## config.mk

```make
export PLATFORM = sky130hd
export DESIGN_NAME = mem_access_ctrl_flat
export DESIGN_NICKNAME = d
export VERILOG_FILES = /design/src/rtl/cpu_mem_pkg.sv /design/src/rtl/mem_access_ctrl_if.sv /design/src/rtl/mem_align_check.sv /design/src/rtl/mem_access_ctrl.sv /design/src/flat_wrapper.sv
export SDC_FILE = /design/constraint.sdc
export NUM_CORES = 1
export LEC_CHECK = 0
export ABC_AREA = 1
export CAP_MARGIN = 20
export CORE_ASPECT_RATIO = 1.1
export CORE_MARGIN = 2
export CORE_UTILIZATION = 42
export CTS_CLUSTER_DIAMETER = 120
export DETAILED_ROUTE_END_ITERATION = 8
export GPL_ROUTABILITY_DRIVEN = 0
export PLACE_DENSITY = 0.77
export SYNTH_ARGS = -nofsm -noshare
export SYNTH_HDL_FRONTEND = slang
export SYNTH_SLANG_ARGS = --single-unit
```

## constraint.sdc

```tcl
create_clock -name CLK -period 3.4 [get_ports CLK]
set_input_delay 0.68 -clock CLK [delete_from_list [all_inputs] [get_ports CLK]]
set_output_delay 0.68 -clock CLK [all_outputs]
set_load 0.03 [all_outputs]
```

## src/rtl/cpu_mem_pkg.sv

```systemverilog
// Shared encodings for the memory access sequencer.
// Contents: access type codes (BYTE/HALF/WORD), RW encoding, sequencer
// state type and the access-size helper.
package cpu_mem_pkg;

  // Access size codes carried on req_type / mem_type
  typedef enum logic [1:0] {
    ACC_BYTE = 2'b00,
    ACC_HALF = 2'b01,
    ACC_WORD = 2'b10,
    ACC_RSVD = 2'b11
  } acc_type_e;

  // Direction encoding shared by req_rw and mem_rw
  localparam logic RW_READ  = 1'b1;
  localparam logic RW_WRITE = 1'b0;

  // Sequencer states
  typedef enum logic [2:0] {
    ST_IDLE  = 3'd0,
    ST_SETUP = 3'd1,
    ST_ACK   = 3'd2,
    ST_REL   = 3'd3,
    ST_DONE  = 3'd4,
    ST_ERROR = 3'd5
  } state_e;

  // Number of bytes touched by an access; reserved codes count as one byte
  function automatic logic [2:0] size_bytes(input logic [1:0] acc_type);
    case (acc_type)
      ACC_HALF: size_bytes = 3'd2;
      ACC_WORD: size_bytes = 3'd4;
      default:  size_bytes = 3'd1;
    endcase
  endfunction

endpackage

```

## src/rtl/mem_access_ctrl_if.sv

```systemverilog
// Bundle of the request/response signals of the control unit and the
// MOV/MOC signals of the byte-wide RAM, as seen by the access sequencer.
// Modports:
//   slave  - the sequencer (takes requests, drives the RAM side)
//   master - control unit plus RAM (issues requests, answers MOV with MOC)
interface mem_access_ctrl_if #(
  parameter int unsigned ADDR_W = 8,
  parameter int unsigned DATA_W = 32
);
  logic              req_valid;
  logic              req_rw;
  logic [1:0]        req_type;
  logic [ADDR_W-1:0] req_addr;
  logic [DATA_W-1:0] req_wdata;
  logic              busy;
  logic              done;
  logic              err;
  logic [DATA_W-1:0] rdata;
  logic              mem_mov;
  logic              mem_rw;
  logic [1:0]        mem_type;
  logic [ADDR_W-1:0] mem_addr;
  logic [DATA_W-1:0] mem_wdata;
  logic              mem_moc;
  logic [DATA_W-1:0] mem_rdata;

  modport slave (
    input  req_valid, req_rw, req_type, req_addr, req_wdata, mem_moc, mem_rdata,
    output busy, done, err, rdata, mem_mov, mem_rw, mem_type, mem_addr, mem_wdata
  );

  modport master (
    output req_valid, req_rw, req_type, req_addr, req_wdata, mem_moc, mem_rdata,
    input  busy, done, err, rdata, mem_mov, mem_rw, mem_type, mem_addr, mem_wdata
  );
endinterface

```

## src/rtl/mem_align_check.sv

```systemverilog
// Combinational legality check of an access request.
// Ports:
//   acc_type in  2       access size code
//   addr     in  ADDR_W  byte address
//   bad_c    out 1       reserved type, misaligned, or access runs past the top of memory
module mem_align_check
  import cpu_mem_pkg::*;
#(
  parameter int unsigned ADDR_W = 8
) (
  input  logic [1:0]        acc_type,
  input  logic [ADDR_W-1:0] addr,
  output logic              bad_c
);

  logic [ADDR_W:0] last_c;
  logic            misalign_c;

  // One extra bit on the last-byte address catches wrap past the top
  always_comb begin
    last_c = {1'b0, addr} + (ADDR_W + 1)'(size_bytes(acc_type)) - (ADDR_W + 1)'(1);
    case (acc_type)
      ACC_BYTE: misalign_c = 1'b0;
      ACC_HALF: misalign_c = addr[0];
      ACC_WORD: misalign_c = |addr[1:0];
      default:  misalign_c = 1'b1;
    endcase
    bad_c = misalign_c | last_c[ADDR_W];
  end

endmodule

```

## src/rtl/mem_access_ctrl.sv

```systemverilog
// Sequencer between control unit and byte-wide RAM. Takes one request at a
// time, runs the four-phase MOV/MOC handshake, latches size-masked read
// data and reports done/err.
// Ports:
//   CLK  in  clock, rising edge
//   CLR  in  asynchronous reset, active-high
//   bus  mem_access_ctrl_if.slave: req_* in, busy/done/err/rdata out,
//        mem_mov/rw/type/addr/wdata out, mem_moc/mem_rdata in
// Optional feature: MEM_TIMEOUT_EN adds a TIMEOUT-cycle MOC watchdog in ACK.
module mem_access_ctrl
  import cpu_mem_pkg::*;
#(
  parameter int unsigned ADDR_W = 8,
  parameter int unsigned DATA_W = 32
`ifdef MEM_TIMEOUT_EN
  , parameter int unsigned TIMEOUT = 16
`endif
) (
  input logic              CLK,
  input logic              CLR,
  mem_access_ctrl_if.slave bus
);

  state_e            state_q, state_d;
  logic              accept_c, load_rdata_c, bad_c, tmo_hit_c;
  logic              rw_q;
  logic [1:0]        type_q;
  logic [ADDR_W-1:0] addr_q;
  logic [DATA_W-1:0] wdata_q, rdata_q, rmask_c;
  logic              busy_q, done_q, err_q, mov_q;

  mem_align_check #(.ADDR_W(ADDR_W)) u_align (
    .acc_type (bus.req_type),
    .addr     (bus.req_addr),
    .bad_c    (bad_c)
  );

`ifdef MEM_TIMEOUT_EN
  localparam int unsigned TMO_W = $clog2(TIMEOUT + 1);
  logic [TMO_W-1:0] tmo_q;

  // Counts cycles spent in ACK; cleared everywhere else
  always_ff @(posedge CLK or posedge CLR) begin
    if (CLR)                    tmo_q <= '0;
    else if (state_q == ST_ACK) tmo_q <= tmo_q + TMO_W'(1);
    else                        tmo_q <= '0;
  end

  assign tmo_hit_c = (tmo_q == TMO_W'(TIMEOUT - 1));
`else
  assign tmo_hit_c = 1'b0;
`endif

  // Next-state logic
  always_comb begin
    state_d      = state_q;
    accept_c     = 1'b0;
    load_rdata_c = 1'b0;
    case (state_q)
      ST_IDLE: begin
        if (bus.req_valid) begin
          accept_c = 1'b1;
          state_d  = bad_c ? ST_ERROR : ST_SETUP;
        end
      end
      ST_SETUP: state_d = ST_ACK;
      ST_ACK: begin
        if (bus.mem_moc) begin
          load_rdata_c = (rw_q == RW_READ);
          state_d      = ST_REL;
        end else if (tmo_hit_c) begin
          state_d = ST_ERROR;
        end
      end
      ST_REL:   if (!bus.mem_moc) state_d = ST_DONE;
      ST_DONE:  state_d = ST_IDLE;
      ST_ERROR: state_d = ST_IDLE;
      default:  state_d = ST_IDLE;
    endcase
  end

  // State register and Moore outputs registered from the next state
  always_ff @(posedge CLK or posedge CLR) begin
    if (CLR) begin
      state_q <= ST_IDLE;
      busy_q  <= 1'b0;
      done_q  <= 1'b0;
      err_q   <= 1'b0;
      mov_q   <= 1'b0;
    end else begin
      state_q <= state_d;
      busy_q  <= (state_d != ST_IDLE);
      done_q  <= (state_d == ST_DONE) || (state_d == ST_ERROR);
      err_q   <= (state_d == ST_ERROR);
      mov_q   <= (state_d == ST_ACK);
    end
  end

  // Read data masked to the access size, zero-extended
  always_comb begin
    case (type_q)
      ACC_BYTE: rmask_c = DATA_W'(bus.mem_rdata[7:0]);
      ACC_HALF: rmask_c = DATA_W'(bus.mem_rdata[15:0]);
      default:  rmask_c = bus.mem_rdata;
    endcase
  end

  // Request capture (held stable through the handshake) and read-data latch
  always_ff @(posedge CLK or posedge CLR) begin
    if (CLR) begin
      rw_q    <= 1'b0;
      type_q  <= 2'b00;
      addr_q  <= '0;
      wdata_q <= '0;
      rdata_q <= '0;
    end else begin
      if (accept_c) begin
        rw_q    <= bus.req_rw;
        type_q  <= bus.req_type;
        addr_q  <= bus.req_addr;
        wdata_q <= bus.req_wdata;
      end
      if (load_rdata_c) rdata_q <= rmask_c;
    end
  end

  assign bus.busy      = busy_q;
  assign bus.done      = done_q;
  assign bus.err       = err_q;
  assign bus.rdata     = rdata_q;
  assign bus.mem_mov   = mov_q;
  assign bus.mem_rw    = rw_q;
  assign bus.mem_type  = type_q;
  assign bus.mem_addr  = addr_q;
  assign bus.mem_wdata = wdata_q;

endmodule
```

## src/flat_wrapper.sv

```systemverilog
// flat-port wrapper written by rule: the top's interface ports become plain ports
module mem_access_ctrl_flat import cpu_mem_pkg::*;
#(
  parameter int unsigned ADDR_W = 8,
  parameter int unsigned DATA_W = 32

)
  (CLK, CLR, bus_req_valid, bus_req_rw, bus_req_type, bus_req_addr, bus_req_wdata, bus_mem_moc, bus_mem_rdata, bus_busy, bus_done, bus_err, bus_rdata, bus_mem_mov, bus_mem_rw, bus_mem_type, bus_mem_addr, bus_mem_wdata);
  mem_access_ctrl_if #(.ADDR_W(ADDR_W), .DATA_W(DATA_W)) bus_i ();
  input logic CLK;
  input logic CLR;
  input wire logic [$bits(bus_i.req_valid)-1:0] bus_req_valid;
  input wire logic [$bits(bus_i.req_rw)-1:0] bus_req_rw;
  input wire logic [$bits(bus_i.req_type)-1:0] bus_req_type;
  input wire logic [$bits(bus_i.req_addr)-1:0] bus_req_addr;
  input wire logic [$bits(bus_i.req_wdata)-1:0] bus_req_wdata;
  input wire logic [$bits(bus_i.mem_moc)-1:0] bus_mem_moc;
  input wire logic [$bits(bus_i.mem_rdata)-1:0] bus_mem_rdata;
  output wire logic [$bits(bus_i.busy)-1:0] bus_busy;
  output wire logic [$bits(bus_i.done)-1:0] bus_done;
  output wire logic [$bits(bus_i.err)-1:0] bus_err;
  output wire logic [$bits(bus_i.rdata)-1:0] bus_rdata;
  output wire logic [$bits(bus_i.mem_mov)-1:0] bus_mem_mov;
  output wire logic [$bits(bus_i.mem_rw)-1:0] bus_mem_rw;
  output wire logic [$bits(bus_i.mem_type)-1:0] bus_mem_type;
  output wire logic [$bits(bus_i.mem_addr)-1:0] bus_mem_addr;
  output wire logic [$bits(bus_i.mem_wdata)-1:0] bus_mem_wdata;
  assign bus_i.req_valid = bus_req_valid;
  assign bus_i.req_rw = bus_req_rw;
  assign bus_i.req_type = bus_req_type;
  assign bus_i.req_addr = bus_req_addr;
  assign bus_i.req_wdata = bus_req_wdata;
  assign bus_i.mem_moc = bus_mem_moc;
  assign bus_i.mem_rdata = bus_mem_rdata;
  assign bus_busy = bus_i.busy;
  assign bus_done = bus_i.done;
  assign bus_err = bus_i.err;
  assign bus_rdata = bus_i.rdata;
  assign bus_mem_mov = bus_i.mem_mov;
  assign bus_mem_rw = bus_i.mem_rw;
  assign bus_mem_type = bus_i.mem_type;
  assign bus_mem_addr = bus_i.mem_addr;
  assign bus_mem_wdata = bus_i.mem_wdata;
  mem_access_ctrl #(.ADDR_W(ADDR_W), .DATA_W(DATA_W)) u_core (.CLK(CLK), .CLR(CLR), .bus(bus_i));
endmodule
```

==> results.txt <==
Synth async-reset ratio: 1.00
worst hold path class: register to register
PostCTS Resize Cnt: 0
GRT Resource Usage Total: 0.202
synth unique cells: 25
die width: 90.8 microns
Worst Reg-to-Reg Cells: 5
Ys Warns: 0
worst skew pair latency: 0.34 ns
Worst path max stage delay: 0.80 ns
mapped cell area: 3480 sq um
Reg power frac: 0.333
hpwl dp: 6430 microns
Power Total: 5050 uW
CP Launch Type: register
RR Endpoint: u_core.bus.busy
commonest cells after routing, fill and taps aside: nand2_1, clkdlybuf4s50_1, dfrtp_1, o21ai_1, inv_1
syn nets: 478
Seq/Total Area, Yosys: 0.590
First-pass DRT Iterations: 4
Total Wirelength: 8850 microns
Top FF cell, synth: dfrtp_1
Initial DRC Count: 129
Hold Fails Final Rpt: 0
commonest non-fill, non-tap cell in the layout: nand2_1
I/O pin cnt: 158
PortBufs: 157
wire per inst: 13.5 microns
Worst-path clk slew: 0.09 ns
Final Slew Violations: 0
Site Rows: 34
Tcrit/Tclk final: 0.756
crit path capture: bus_mem_type[1]
critical path's slowest cell: clkdlybuf4s50_1
maximum clock rate: 0.389 GHz
Area Growth Syn to Fin: 53.2%
residual DRC count: 0
Critical Path RT: 2.72 ns
Crit Path Class: register to output port
H-tree depth: 3
status: completed
CP Cell Sequence: clkdlybuf4s50_1
pwr/cell area: 948 nW/um^2
hold_buf cts: 0
Clock Power Share: 0.160
via count: 3035
Worst Skew: 0.0118 ns
worst path bufs/invs: 1
crit path from: u_core.bus.mem_type[1]
sw frac: 0.427
vias in the first global route: 3094
RSZ-0062 raised after global routing: no
root buffer cell: clkbuf_8
total setup buffers inserted after CTS: 0
internal reg-to-reg setup slack: 1.54 ns
Post-synth EDFFs: 0
share of post-route cells with drive strength above 1: 0.0567
grt ovf: 0
Crit Reg-Reg Startpoint: u_core.state_q[1]
max-cap violations: 0
synthesized area per cell: 8.99 sq um
Critical Path AT: 1.89 ns
TritonCTS clock tree: built
Die H: 99.4 microns
Worst-Margin Slew: 0.627 ns
Initial Util: 0.437
Final ANT Viol Nets: 0
Final nets: 633
Synth Register Bits: 82
vias per cell: 4.63
critical path depth: 1
clock buffer depth: 2
crit path max fanout: 19
number of antenna diodes: 0
family with the most delay on the worst path: buffers and inverters
Cell Int Power: 2890 uW
clock sink total: 82
Die Area: 9030 sq um
switching pwr: 2150 uW
Slew HR: 0.582
CTS buffer count: 9
TNS Setup: 0 ns
first-pass GRT wire length: 14600 microns
Gate power share: 0.507
maximum vdd drop: 467 uV
CP endpoint kind: output port
core area: 7960 sq um
cell leakage power: 0.00258 uW
pin count of the biggest net entering global routing: 58
antenna violations before repair: 0
Mapped Cells: 387
crit path time final: 2.57 ns
Final setup viols: 0
## worst reg2reg max path: cells and delay by family, from the launching register on
kind | cells | cell delay [ns]
and+or+nand+nor | 4 | 0.80
DFF | 1 | 0.46
buffers and inverters | 1 | 0.55
## state kept, by name (all words and copies together), names as in the netlist
name and cells:
u_core.bus.mem_mov 1, u_core.bus.done 1, u_core.bus.mem_wdata 32, u_core.state_q 3
u_core.bus.mem_rw 1, u_core.bus.mem_addr 8, u_core.bus.busy 1, u_core.bus.err 1
u_core.bus.mem_type 2, u_core.bus.rdata 32
## synthesized netlist by cell type (2+ instances only)
| library cell | count | area [sq um] |
|---|---|---|
| a21oi_1 | 3 | 15.0 |
| buf_2 | 7 | 35.0 |
| buf_6 | 7 | 78.8 |
| clkbuf_1 | 2 | 7.51 |
| dfrtp_1 | 82 | 2050 |
| ha_1 | 12 | 150 |
| inv_1 | 22 | 82.6 |
| inv_2 | 2 | 7.51 |
| nand2_1 | 197 | 739 |
| nand3_1 | 3 | 15.0 |
| nor2_1 | 5 | 18.8 |
| o21ai_0 | 8 | 40.0 |
| o21ai_1 | 22 | 110 |
| o21ai_2 | 4 | 35.0 |
## area by class of cell
| type | count | area, sq um |
|---|---|---|
| timing repair buffer | 161 | 1600 |
| clock buffer | 11 | 151 |
| inverter | 24 | 91.3 |
| multi-input combinational | 264 | 1210 |
| clock inverter | 5 | 86.3 |
| sequential | 82 | 2050 |
| fill | 640 | 2630 |
| tap | 108 | 135 |
## cells by family after synthesis
group	Yosys count	share of synthesized area
DFF	82	0.590
adders and majority gates	12	0.0432
AOI/OAI and AO/OA	39	0.0619
buffers and inverters	41	0.0622
and+or+nand+nor	213	0.243
## worst min-delay path by stage
stage                               to  slack [ns]  cells past startpoint                    start
2_1_floorplan       u_core.bus.mem_mov        0.48                      1        u_core.state_q[2]
3_3_place_gp       u_core.bus.rdata[6]        0.46                      2      u_core.bus.rdata[6]
3_5_place_dp       u_core.bus.rdata[4]        0.46                      2      u_core.bus.rdata[4]
4_1_cts            u_core.bus.rdata[7]        0.49                      2      u_core.bus.rdata[7]
5_1_grt        u_core.bus.mem_wdata[9]        0.50                      2  u_core.bus.mem_wdata[9]
6_report           u_core.bus.rdata[4]        0.48                      2      u_core.bus.rdata[4]
## power by group through the flow
stage,sequential [uW],clock [uW],combinational [uW]
global placement,1680,0,2540
detailed placement,1690,0,2590
CTS,1680,833,2600
global route,1730,877,2740
floorplan,2480,0,707
finish,1680,810,2560
## per-layer routing
layer	part of all wire	up-vias	global-route usage
li1	-	1504	-
met1	0.43	1398	0.250
met2	0.47	120	0.338
met3	0.076	13	0.0568
met4	0.016	0	0.0769
met5	0	-	0
## stage by stage
stage	util	hold WS (ns)	instances	setup WS [ns]	instance area, sq um
floorplan	-	0.475	387	0.612	3480
global placement	0.640	0.461	639	0.632	5090
detailed placement	0.640	0.464	639	0.518	5090
CTS	0.670	0.487	655	0.811	5330
global route	0.670	0.500	655	0.703	5330
finish	0.670	0.485	655	0.829	5330
Note: power is estimated with default switching activity, not from simulation.
